## src/rtl/if_stage.sv

```systemverilog
`default_nettype none
// ============================================================================
// Module   : if_stage
// Brief    : Instruction-fetch stage. Owns the PC, reads the instruction SRAM
//            (Ram2), predicts conditional branches with a 16-entry 2-bit BHT
//            and holds the IF/ID pipeline register.
// Revision : 1.0 - initial release
// ============================================================================
module if_stage #(
    parameter logic [15:0] RESET_PC  = 16'h0000,
    parameter logic [15:0] NOP_INSTR = 16'h0800
) (
    input  logic        clk,
    input  logic        rst,
    input  logic        hold_i,
    input  logic        flush_if_i,
    input  logic        jr_i,
    input  logic [15:0] jr_target_i,
    input  logic        prewrong_i,
    input  logic [15:0] redirect_pc_i,
    input  logic        bht_upd_i,
    input  logic [3:0]  bht_upd_idx_i,
    input  logic        bht_upd_taken_i,
    output logic [15:0] instr_o,
    output logic [15:0] pc_o,
    output logic [15:0] pcplus1_o,
    output logic        pred_taken_o,
    output logic [17:0] Ram2Addr,
    inout  wire  [15:0] Ram2Data,
    output logic        Ram2OE,
    output logic        Ram2WE,
    output logic        Ram2EN
);

    localparam logic [4:0] c_op_b     = 5'b00010;
    localparam logic [4:0] c_op_beqz  = 5'b00100;
    localparam logic [4:0] c_op_bnez  = 5'b00101;
    localparam logic [4:0] c_op_bteqz = 5'b01100;
    localparam logic [1:0] c_bht_init = 2'b01;

    logic [15:0] r_pc;
    logic [15:0] r_instr;
    logic [15:0] r_pc_id;
    logic [15:0] r_pcplus1;
    logic        r_pred;
    logic [1:0]  r_bht [16];

    logic [15:0] w_fetch;
    logic [4:0]  w_op;
    logic [15:0] w_pcplus1;
    logic        w_is_b;
    logic        w_is_cond;
    logic [1:0]  w_ctr;
    logic        w_pred;
    logic [15:0] w_target;
    logic [15:0] w_next_pc;
    logic        w_redirect;

    // SRAM is only ever read: bus left floating, chip enabled, output enabled
    assign Ram2Data = 16'bz;
    assign Ram2Addr = {2'b00, r_pc};
    assign Ram2OE   = 1'b0;
    assign Ram2WE   = 1'b1;
    assign Ram2EN   = 1'b0;

    assign w_fetch    = Ram2Data;
    assign w_op       = w_fetch[15:11];
    assign w_pcplus1  = r_pc + 16'd1;
    assign w_redirect = prewrong_i | jr_i;

    // Predecode the fetched word; conditional branches consult the BHT entry
    // selected by the low PC bits (old value if an update lands this edge)
    always_comb begin
        w_is_b    = (w_op == c_op_b);
        w_is_cond = (w_op == c_op_beqz) || (w_op == c_op_bnez) ||
                    ((w_op == c_op_bteqz) && (w_fetch[10:8] == 3'b000));
        w_ctr     = r_bht[r_pc[3:0]];
        w_pred    = w_is_b | (w_is_cond & w_ctr[1]);
        if (w_is_b) begin
            w_target = w_pcplus1 + {{5{w_fetch[10]}}, w_fetch[10:0]};
        end else begin
            w_target = w_pcplus1 + {{8{w_fetch[7]}}, w_fetch[7:0]};
        end
    end

    // Next-PC selection: misprediction beats JR beats stall beats prediction
    always_comb begin
        w_next_pc = w_pcplus1;
        if (prewrong_i) begin
            w_next_pc = redirect_pc_i;
        end else if (jr_i) begin
            w_next_pc = jr_target_i;
        end else if (hold_i) begin
            w_next_pc = r_pc;
        end else if (w_pred) begin
            w_next_pc = w_target;
        end
    end

    // PC register
    always_ff @(posedge clk) begin
        if (rst) begin
            r_pc <= RESET_PC;
        end else begin
            r_pc <= w_next_pc;
        end
    end

    // IF/ID register: a redirect squashes the wrong-path fetch even under stall
    always_ff @(posedge clk) begin
        if (rst || flush_if_i || w_redirect) begin
            r_instr   <= NOP_INSTR;
            r_pc_id   <= 16'h0000;
            r_pcplus1 <= 16'h0000;
            r_pred    <= 1'b0;
        end else if (!hold_i) begin
            r_instr   <= w_fetch;
            r_pc_id   <= r_pc;
            r_pcplus1 <= w_pcplus1;
            r_pred    <= w_pred;
        end
    end

    // Branch history table: saturating counters trained by resolved branches
    always_ff @(posedge clk) begin
        if (rst) begin
            for (int i = 0; i < 16; i++) begin
                r_bht[i] <= c_bht_init;
            end
        end else if (bht_upd_i) begin
            if (bht_upd_taken_i) begin
                if (r_bht[bht_upd_idx_i] != 2'b11) begin
                    r_bht[bht_upd_idx_i] <= r_bht[bht_upd_idx_i] + 2'b01;
                end
            end else begin
                if (r_bht[bht_upd_idx_i] != 2'b00) begin
                    r_bht[bht_upd_idx_i] <= r_bht[bht_upd_idx_i] - 2'b01;
                end
            end
        end
    end

    assign instr_o      = r_instr;
    assign pc_o         = r_pc_id;
    assign pcplus1_o    = r_pcplus1;
    assign pred_taken_o = r_pred;

endmodule
`default_nettype wire
```

## config.mk

```make
export PLATFORM = sky130hd
export DESIGN_NAME = if_stage
export DESIGN_NICKNAME = d
export VERILOG_FILES = /design/src/rtl/if_stage.sv
export SDC_FILE = /design/constraint.sdc
export NUM_CORES = 1
export LEC_CHECK = 0
export ABC_AREA = 1
export CAP_MARGIN = 40
export CORE_AREA = 10 10 92 94
export CTS_BUF_LIST = sky130_fd_sc_hd__clkbuf_16
export DETAILED_ROUTE_END_ITERATION = 12
export DIE_AREA = 0 0 102 104
export HOLD_SLACK_MARGIN = 0.1
export PLACE_DENSITY = 0.86
export SETUP_SLACK_MARGIN = 0.3
export SLEW_MARGIN = 0
export SYNTH_ARGS = -nofsm -noshare
export SYNTH_HDL_FRONTEND = slang
export SYNTH_SLANG_ARGS = --single-unit
```

## constraint.sdc

```tcl
create_clock -name clk -period 1.62 [get_ports clk]
set_input_delay 0.243 -clock clk [delete_from_list [all_inputs] [get_ports clk]]
set_output_delay 0.243 -clock clk [all_outputs]
set_load 0.05 [all_outputs]
```

# Yosys cells after proc, flatten, opt, wreduce, memory -nomap -nowiden
# Cells that the tools add are included.
# classes
n_addsub	1
n_eq_ne	1
muxes	3
n_bitwise	1
reduce_logical	2
# ops
cell	n
two-way mux 16 bit	3
adder 16 x 1 -> 16 bit, second input constant	1
!= test 3 x 1 -> 1 bit, second input constant	1
logical OR 1 bit	2
OR 1 bit	1
# totals
register_bits	61
in_bits	44
elab_cells	12

# Depth between registers and ports, before layout
# Gate-level depths: netlist of the first run.
# depth
ltp_word	4
ltp_mapped	9
ltp_nobuf	9

# Worst setup path before layout of the first run
# Ideal clock, no wire load.
# synth_path
kind	register to register
startpoint	reg r_pc[0]
endpoint	reg r_pc[10]
setup_ns	0.122
arrival_time_ns	1.625
t_required_ns	1.498
slack_ns	-0.127
path_stages_with_launch	9
cell_sequence	dfxtp_1 -> ha_1 -> nand3_2 -> inv_2 -> nand2_2 -> o21ai_1 -> nand3_1 -> nand2_1 -> a21oi_2
# synth_between
elab_chain_cells	4
# synth_lines
element	line	text
from (decl)	41	logic [15:0] r_pc;
from (signal assigned)	105	r_pc <= w_next_pc;
adder 16 x 1 -> 16 bit	68	assign w_pcplus1 = r_pc + 16'd1;
two-way mux 16 bit	93	end else if (hold_i) begin
two-way mux 16 bit	91	end else if (jr_i) begin
two-way mux 16 bit	89	if (prewrong_i) begin
# No other way between the ends. The select of a mux whose other input is x is not followed.
# A chain may end at the register's enable or synchronous reset.

# Worst setup path after layout of the first run
# layout_path
startpoint	reg r_pc[0]
endpoint	reg r_pc[8]
# Same word-level chain as after synthesis.

==> results of run 1 <==
[flip-flops by register name, summed over array words and instances, names as in the netlist]
signal,count
instr_o,2
pc_o,16
pcplus1_o,16
r_pc,16
[worst min path at each step]
stage	startpoint	end	slack (ns)	cells after the start
after floorplan	rst	r_pc[0]	0.30	1
after global placement	instr_o[10]	instr_o[10]	0.45	2
after detailed placement	instr_o[10]	instr_o[10]	0.45	2
after CTS	instr_o[10]	instr_o[10]	0.46	2
after global routing	rst	r_pc[0]	0.29	2
final	rst	r_pc[0]	0.26	2
[layout by cell type, fill, tap and decap left out, types with 9 or more instances in the layout]
| cell type | netlist | final |
|---|---|---|
| inv_1 | 21 | 19 |
| clkdlybuf4s50_1 | 0 | 33 |
| nand3_1 | 28 | 28 |
| nand2_2 | 5 | 9 |
| buf_12 | 0 | 19 |
| o21ai_0 | 33 | 31 |
| conb_1 | 2 | 22 |
| buf_4 | 37 | 68 |
| dfxtp_4 | 0 | 9 |
| dfxtp_1 | 50 | 34 |
| nand2_1 | 40 | 34 |
| a21oi_1 | 30 | 28 |
| nor2_1 | 42 | 37 |
| o21ai_1 | 12 | 11 |
[worst register-to-register path: cells and delay by family (launching register included)]
kind / cells / cell delay, ns
simple gates: 4 / 0.36
xor+xnor: 1 / 0.19
buf+inv: 1 / 0.05
fa+ha+maj: 1 / 0.17
flops: 1 / 0.37
compound gates: 1 / 0.06
[Yosys cell counts]
cell type,count,area [um2]
o21ai_0,33,165.2
nand4_1,3,18.77
clkbuf_8,1,13.76
conb_1,2,7.510
buf_6,3,33.78
inv_1,21,78.83
nand2_2,5,31.28
ha_1,1,12.51
xor2_1,7,61.31
nand2_1,40,150.1
a32o_1,8,80.08
buf_4,37,277.8
inv_2,4,15.01
o21ai_1,12,60.06
a221oi_1,1,8.760
nor2_4,1,11.26
o211ai_1,1,7.510
clkbuf_1,6,22.52
dfxtp_1,50,1001
a21oi_1,30,150.1
nor2_2,6,37.54
nand3_1,28,140.1
o21ai_2,1,8.760
a21oi_2,1,8.760
nand3_2,2,20.02
a31oi_1,7,43.79
buf_2,6,30.03
nor2_1,42,157.7
[power groups by stage]
stage | Combinational [mW] | Clock [mW] | Sequential (mW)
2_1_floorplan | 0.353 | 0 | 1.49
3_3_place_gp | 0.676 | 0 | 1.36
3_5_place_dp | 0.687 | 0 | 1.36
4_1_cts | 0.698 | 1.01 | 1.34
5_1_grt | 0.792 | 1.08 | 1.35
6_report | 0.741 | 1.02 | 1.34
[routing by layer]
layer  track usage [%]  wire (um)  up-vias
met5                 0          0        -
met4             4.234        123        0
met3             4.186        757       14
met2             25.98       4293      129
met1             19.76       3778     1249
li1                  -          -     1341
[logic make-up after synthesis]
group	after synthesis	share of synthesized area, %
buf+inv	78	17.77
xor+xnor	7	2.310
other cells	2	0.2830
flops	50	37.72
fa+ha+maj	1	0.4714
compound gates	94	20.09
simple gates	127	21.36
[stage by stage]
| step | power, mW | std cells |
|---|---|---|
| after floorplan | 1.841 | 379 |
| after CTS | 3.049 | 530 |
| final | 3.098 | 540 |
| after global placement | 2.037 | 520 |
| after detailed placement | 2.051 | 520 |
| after global routing | 3.214 | 540 |
[cell type report]
| type | instances | area, um2 |
|---|---|---|
| Clock buffer | 5 | 125.1 |
| Clock inverter | 3 | 16.27 |
| Fill cell | 550 | 2618 |
| Inverter | 25 | 102.6 |
| Multi-Input combinational cell | 251 | 1393 |
| Sequential cell | 50 | 1044 |
| Tap cell | 80 | 100.1 |
| Timing Repair Buffer | 126 | 1284 |
[timing repair]
item | in CTS | in global routing
buffers inserted | 2 | 10
hold buffers | 0 | 0
gates resized for setup | 10 | 32
pin swaps | 0 | 6
endpoints found under the setup margin | 27 | 37
==> impl_results.md, run 1 <==
- Status: finished, final reports clean
- Root Driver: clkbuf_16
- Clock transition at path regs: 0.07 ns
- Final min period: 1.326 ns
- Core Box Area: between 0.006 and 0.007 mm2
- Mapped cell area: 0.002654 mm2
- Vias: 2,733
- Internal: ~2.1 mW
- Share of layout cells above drive strength 1: between 30% and 40%
- Grt total ovfl: 0
- # rows: 30
- Reg2reg path depth: 8
- Sw power: around 1 mW
- Finished Cell Area: between 0.004 and 0.005 mm2
- Antenna-violating nets left: 0
- R2R setup slack: 0.29 ns
- Post-synth cell types: 28
- Port bufs: a little over 100
- Initial antenna violation count: 0
- H-tree depth: 2
- RSZ-0062 raised after global routing: true
- Detailed-router iteration count before antenna repair: 4
- Synthesized flop and latch total: 50
- Crit path depth: 8
- First-pass GRT wire length: about 14,000 um
- Final nets: between 500 and 600
- Pre-CTS WS: -0.03074 ns
- Flop pwr share: about 43%
- Top Family by Delay on Critical Path: flip-flops
- Setup TNS: 0 ns
- Max Clock Freq: between 700 and 800 MHz
- Max stage delay on crit path: ~0.37 ns
- Sw Share: around 33%
- Crit-path cells: ha_4, nand3_4, inv_4, nand2_4, xor2_2, nand2_1, nand2_1, a21oi_1
- Buf/Inv on CP: 1
- Data required, critical path: ~1.8 ns
- CP Capture Type: register
- Clk pwr share: 32.8%
- Hold Path Class: input port to register
- Post-synthesis sequential area ratio: 37.72%
- CP max stage cell: dfxtp_4
- CP max FO: 4
- Max IR drop VDD: around 0.00048 V
- Initial core utilization: between 30% and 40%
- Reg2reg start: r_pc[0]
- WL final: 8953 um
- Startpoint Class: register
- Leak: 1.745 nW
- Die area: between 0.01 and 0.015 mm2
- Critical Path Sink: r_pc[8]
- Area growth from synthesis to layout: 53.14%
- Clock tree buffer depth: 2
- Vias in the first global route: ~2,800
- Worst path most repeated cell: nand2_1
- Crit Reg-Reg Endpoint: r_pc[8]
- Global placer's final weighted congestion: about 0.83
- Largest net degree at the start of global routing: 32
- Wirelength per Cell: roughly 17 um
- GRT Total Usage: ~16%
- Final Max Slew Viols: 0
- CTS Buf Count: 5
- Logic pwr share: a little under a quarter
- WS Path Type: register to register
- IO Count: between 100 and 150
- Ys Warns: 0
- Crit path from: r_pc[0]
- Max cap viols: 0
- Clock Skews: 0.006137 ns
- Fin crit share: a little over 80%
- Synth Instances: 359
- Final Hold Fails: 0
- Final hold slack: 0.2563 ns
- HPWL Detailed: slightly below 7000 um
- Mean Syn Cell Area: about 7.4 um2
- Final core utilization: 60.82%
- CTS tree: yes
- DR DRC count: 0
- Clk sinks: 50
- Die extent in x: 102 um
- # diodes: 0
- DRT iter0 DRCs: approximately 170
- Critical path arrival: about 1.5 ns
- Final setup viols: 0
- Die H: 104 um
- Clock Latency Late Sink: roughly 0.29 ns
- Pwr dens: around 760 mW/mm2
- Final WS setup: 0.2943 ns
- DR vias/cell: slightly above 5
- Dpl cell area: between 0.003 and 0.004 mm2
No activity file was read; power rests on OpenSTA's default activity.
==> inputs of run 2 (changes only) <==
==> constraint.sdc (replaced) <==
create_clock -name clk -period 1.3 [get_ports clk]
set_input_delay 0.195 -clock clk [delete_from_list [all_inputs] [get_ports clk]]
set_output_delay 0.195 -clock clk [all_outputs]
set_load 0.05 [all_outputs]
==> run 2 against run 1 <==
Effect of this change: the run now ends with setup timing left; cell count up 9.4%; critical path depth down 2; first-iteration DRC count up 98%; global-route usage up 5.2 points; count of clock-buffer cells in the layout up 1; register-to-register slack worse by 0.52 ns; critical path type unchanged; critical endpoint is now r_pc[14]; largest cell class is now non-clock buffers.
==> impl_results.md, run 2 (synthesized netlist as in run 1, its figures left out) <==
- Status: finished with violations
- Failing checks: setup timing
- Clock transition at path regs: 0.07 ns (about the same)
- Final Hold Fails: 0 (unchanged)
- Max Clock Freq: 656.7 MHz (-13%)
- WS Path Type: register to register
- DR vias/cell: 5.795 (+15%)
- IO Count: 130 (unchanged)
- Max cap viols: 0 (unchanged)
- Antenna-violating nets left: 0 (unchanged)
- Detailed-router iteration count before antenna repair: 5 (+1)
- Hold Path Class: input port to register
- CP Capture Type: register
- Vias in the first global route: 3,291 (+19%)
- H-tree depth: 2 (unchanged)
- Vias: 3,425 (+25%)
- Data required, critical path: 1.51 ns (-0.28 ns)
- Initial antenna violation count: 0 (unchanged)
- Global placer's final weighted congestion: 0.8764 (+5.4%)
- Area growth from synthesis to layout: 106.1%
- Clock Latency Late Sink: 0.30 ns (about the same)
- Post-cts hold buffer count: 0 (unchanged)
- Hold depth: 4 (+2)
- Reg2reg start: r_pc[9]
- Hold EP: instr_o[10]
- Total power: 4.574 mW (+48%)
- Fill count: 307 (-44%)
- Seq. cell area: 0.001106 mm2 (+6.0%)
- Wirelength per Cell: 22.47 um (+36%)
- CP max FO: 4 (unchanged)
- Finished Cell Area: 0.005469 mm2 (+35%)
- Initial core utilization: 39.72% (unchanged)
- Sw Share: 33.62% (+1.1 points)
- Core Box Area: 0.006681 mm2 (unchanged)
- Logic pwr share: 30.9% (+7.0 points)
- Clk pwr share: 32.4% (-0.4 points)
- Final WS setup: -0.2228 ns (-0.5171 ns)
- R2R setup slack: -0.22 ns (-0.52 ns)
- Max IR drop VDD: 0.0008866 V (+84%)
- Die extent in x: 102 um (unchanged)
- Final setup viols: 17 (+17)
- Final Non-Filler Cells: 591 (+9.4%)
- Setup TNS: -0.9766 ns (-0.9766 ns)
- Clk sinks: 50 (unchanged)
- Most common cell after layout, fill and taps aside: buf_12
- Root Driver: clkbuf_16
- Clock Skews: 0.004938 ns (-0.001199 ns)
- Pwr dens: 836.3 mW/mm2 (+9.7%)
- Largest net degree at the start of global routing: 30 (-6.3%)
- CTS Buf Count: 5 (unchanged)
- RSZ-0062 raised after global routing: true
- # diodes: 0 (unchanged)
- Internal: 3.036 mW (+45%)
- Final min period: 1.523 ns (+0.1971 ns)
- Fin crit share: 117.1% (+35 points)
- Sw power: 1.538 mW (+53%)
- DR DRC count: 0 (unchanged)
- Final Max Slew Viols: 0 (unchanged)
- Startpoint Class: register
- Final nets: 555 (+10%)
- Critical path arrival: 1.73 ns (+0.23 ns)
- Min-Delay Startpoint: hold_i
- Dpl cell area: 0.004517 mm2 (+22%)
- Crit Reg-Reg Endpoint: r_pc[14]
- CTS tree: yes
- Flop pwr share: 36.7% (-6.6 points)
- Die area: 0.01061 mm2 (unchanged)
- Reg2reg path depth: 6 (-2)
- Port bufs: 101 (unchanged)
- Clock tree buffer depth: 2 (unchanged)
- # rows: 30 (unchanged)
- Post-Place Cells: 544 (+4.6%)
- Commonest cells after routing, fill and taps aside: buf_12 (71), buf_4 (47), nor2_1 (36)
- HPWL Detailed: 7597 um (+10%)
- DRT iter0 DRCs: 330 (+98%)
- Leak: 2.285 nW (+31%)
- GRT Total Usage: 21.07% (+5.2 points)
- WL final: 13,280 um (+48%)
- Multi-input gate area: 0.001588 mm2 (+14%)
- First-pass GRT wire length: 18,000 um (+29%)
- Pre-CTS WS: -0.2162 ns (-0.1854 ns)
- Die H: 104 um (unchanged)
- Share of layout cells above drive strength 1: 52.84% (+20 points)
- Grt total ovfl: 0 (unchanged)
==> run 2: critical path, stage by stage (launching register included) <==
cell and delay, ns:
dfxtp_4 0.40, nand2_1 0.15, nor2_1 0.27, nand4_1 0.19
nand3_1 0.12, nand2_1 0.09, a21oi_1 0.21
==> run 2: through the flow <==
stage,utilization [%],hold slack (ns)
6_report,81.85,0.3575
5_1_grt,81.85,0.3771
4_1_cts,77.21,0.3708
3_5_place_dp,67.60,0.5034
3_3_place_gp,67.60,0.4821
2_1_floorplan,-,0.2544
==> run 2: per-layer routing <==
layer,part of all wire (%),GRT usage (%),wire length (um),vias up
met5,0,0,0,-
met4,5.7,6.956,763,0
met3,12,7.973,1537,69
met2,48,35.57,6312,284
met1,35,23.44,4668,1621
li1,-,-,-,1451
==> run 2: power groups by stage <==
stage	clock, mW	combinational (mW)	sequential, mW
final	1.48	1.41	1.68
after global routing	1.53	1.46	1.68
after CTS	1.43	1.23	1.67
after detailed placement	0	1.08	1.70
after global placement	0	1.06	1.70
after floorplan	0	0.448	1.86
==> run 2: layout make-up <==
| class | count | area share [%] |
|---|---|---|
| clock buffer | 6 | 2.745 |
| multi-input combinational | 251 | 29.03 |
| tap | 80 | 1.830 |
| clock inverter | 2 | 0.2288 |
| timing repair buffer | 177 | 43.95 |
| inverter | 25 | 1.990 |
| sequential | 50 | 20.22 |
==> run 2: worst max path at each step <==
stage	end	start	cells after the start	slack [ns]
finish	r_pc[14]	r_pc[9]	6	-0.22
global route	r_pc[14]	r_pc[9]	6	-0.22
CTS	r_pc[14]	r_pc[0]	8	0.03
detailed placement	r_pc[11]	jr_i	8	-0.22
global placement	r_pc[11]	jr_i	7	-0.17
floorplan	r_pc[10]	r_pc[0]	9	0.001
==> run 2: timing repair <==
item,CTS,global route
resized for setup,92,54
pin swaps,22,28
cloned,2,0
setup buffers,21,16
setup endpoints to repair,112,101
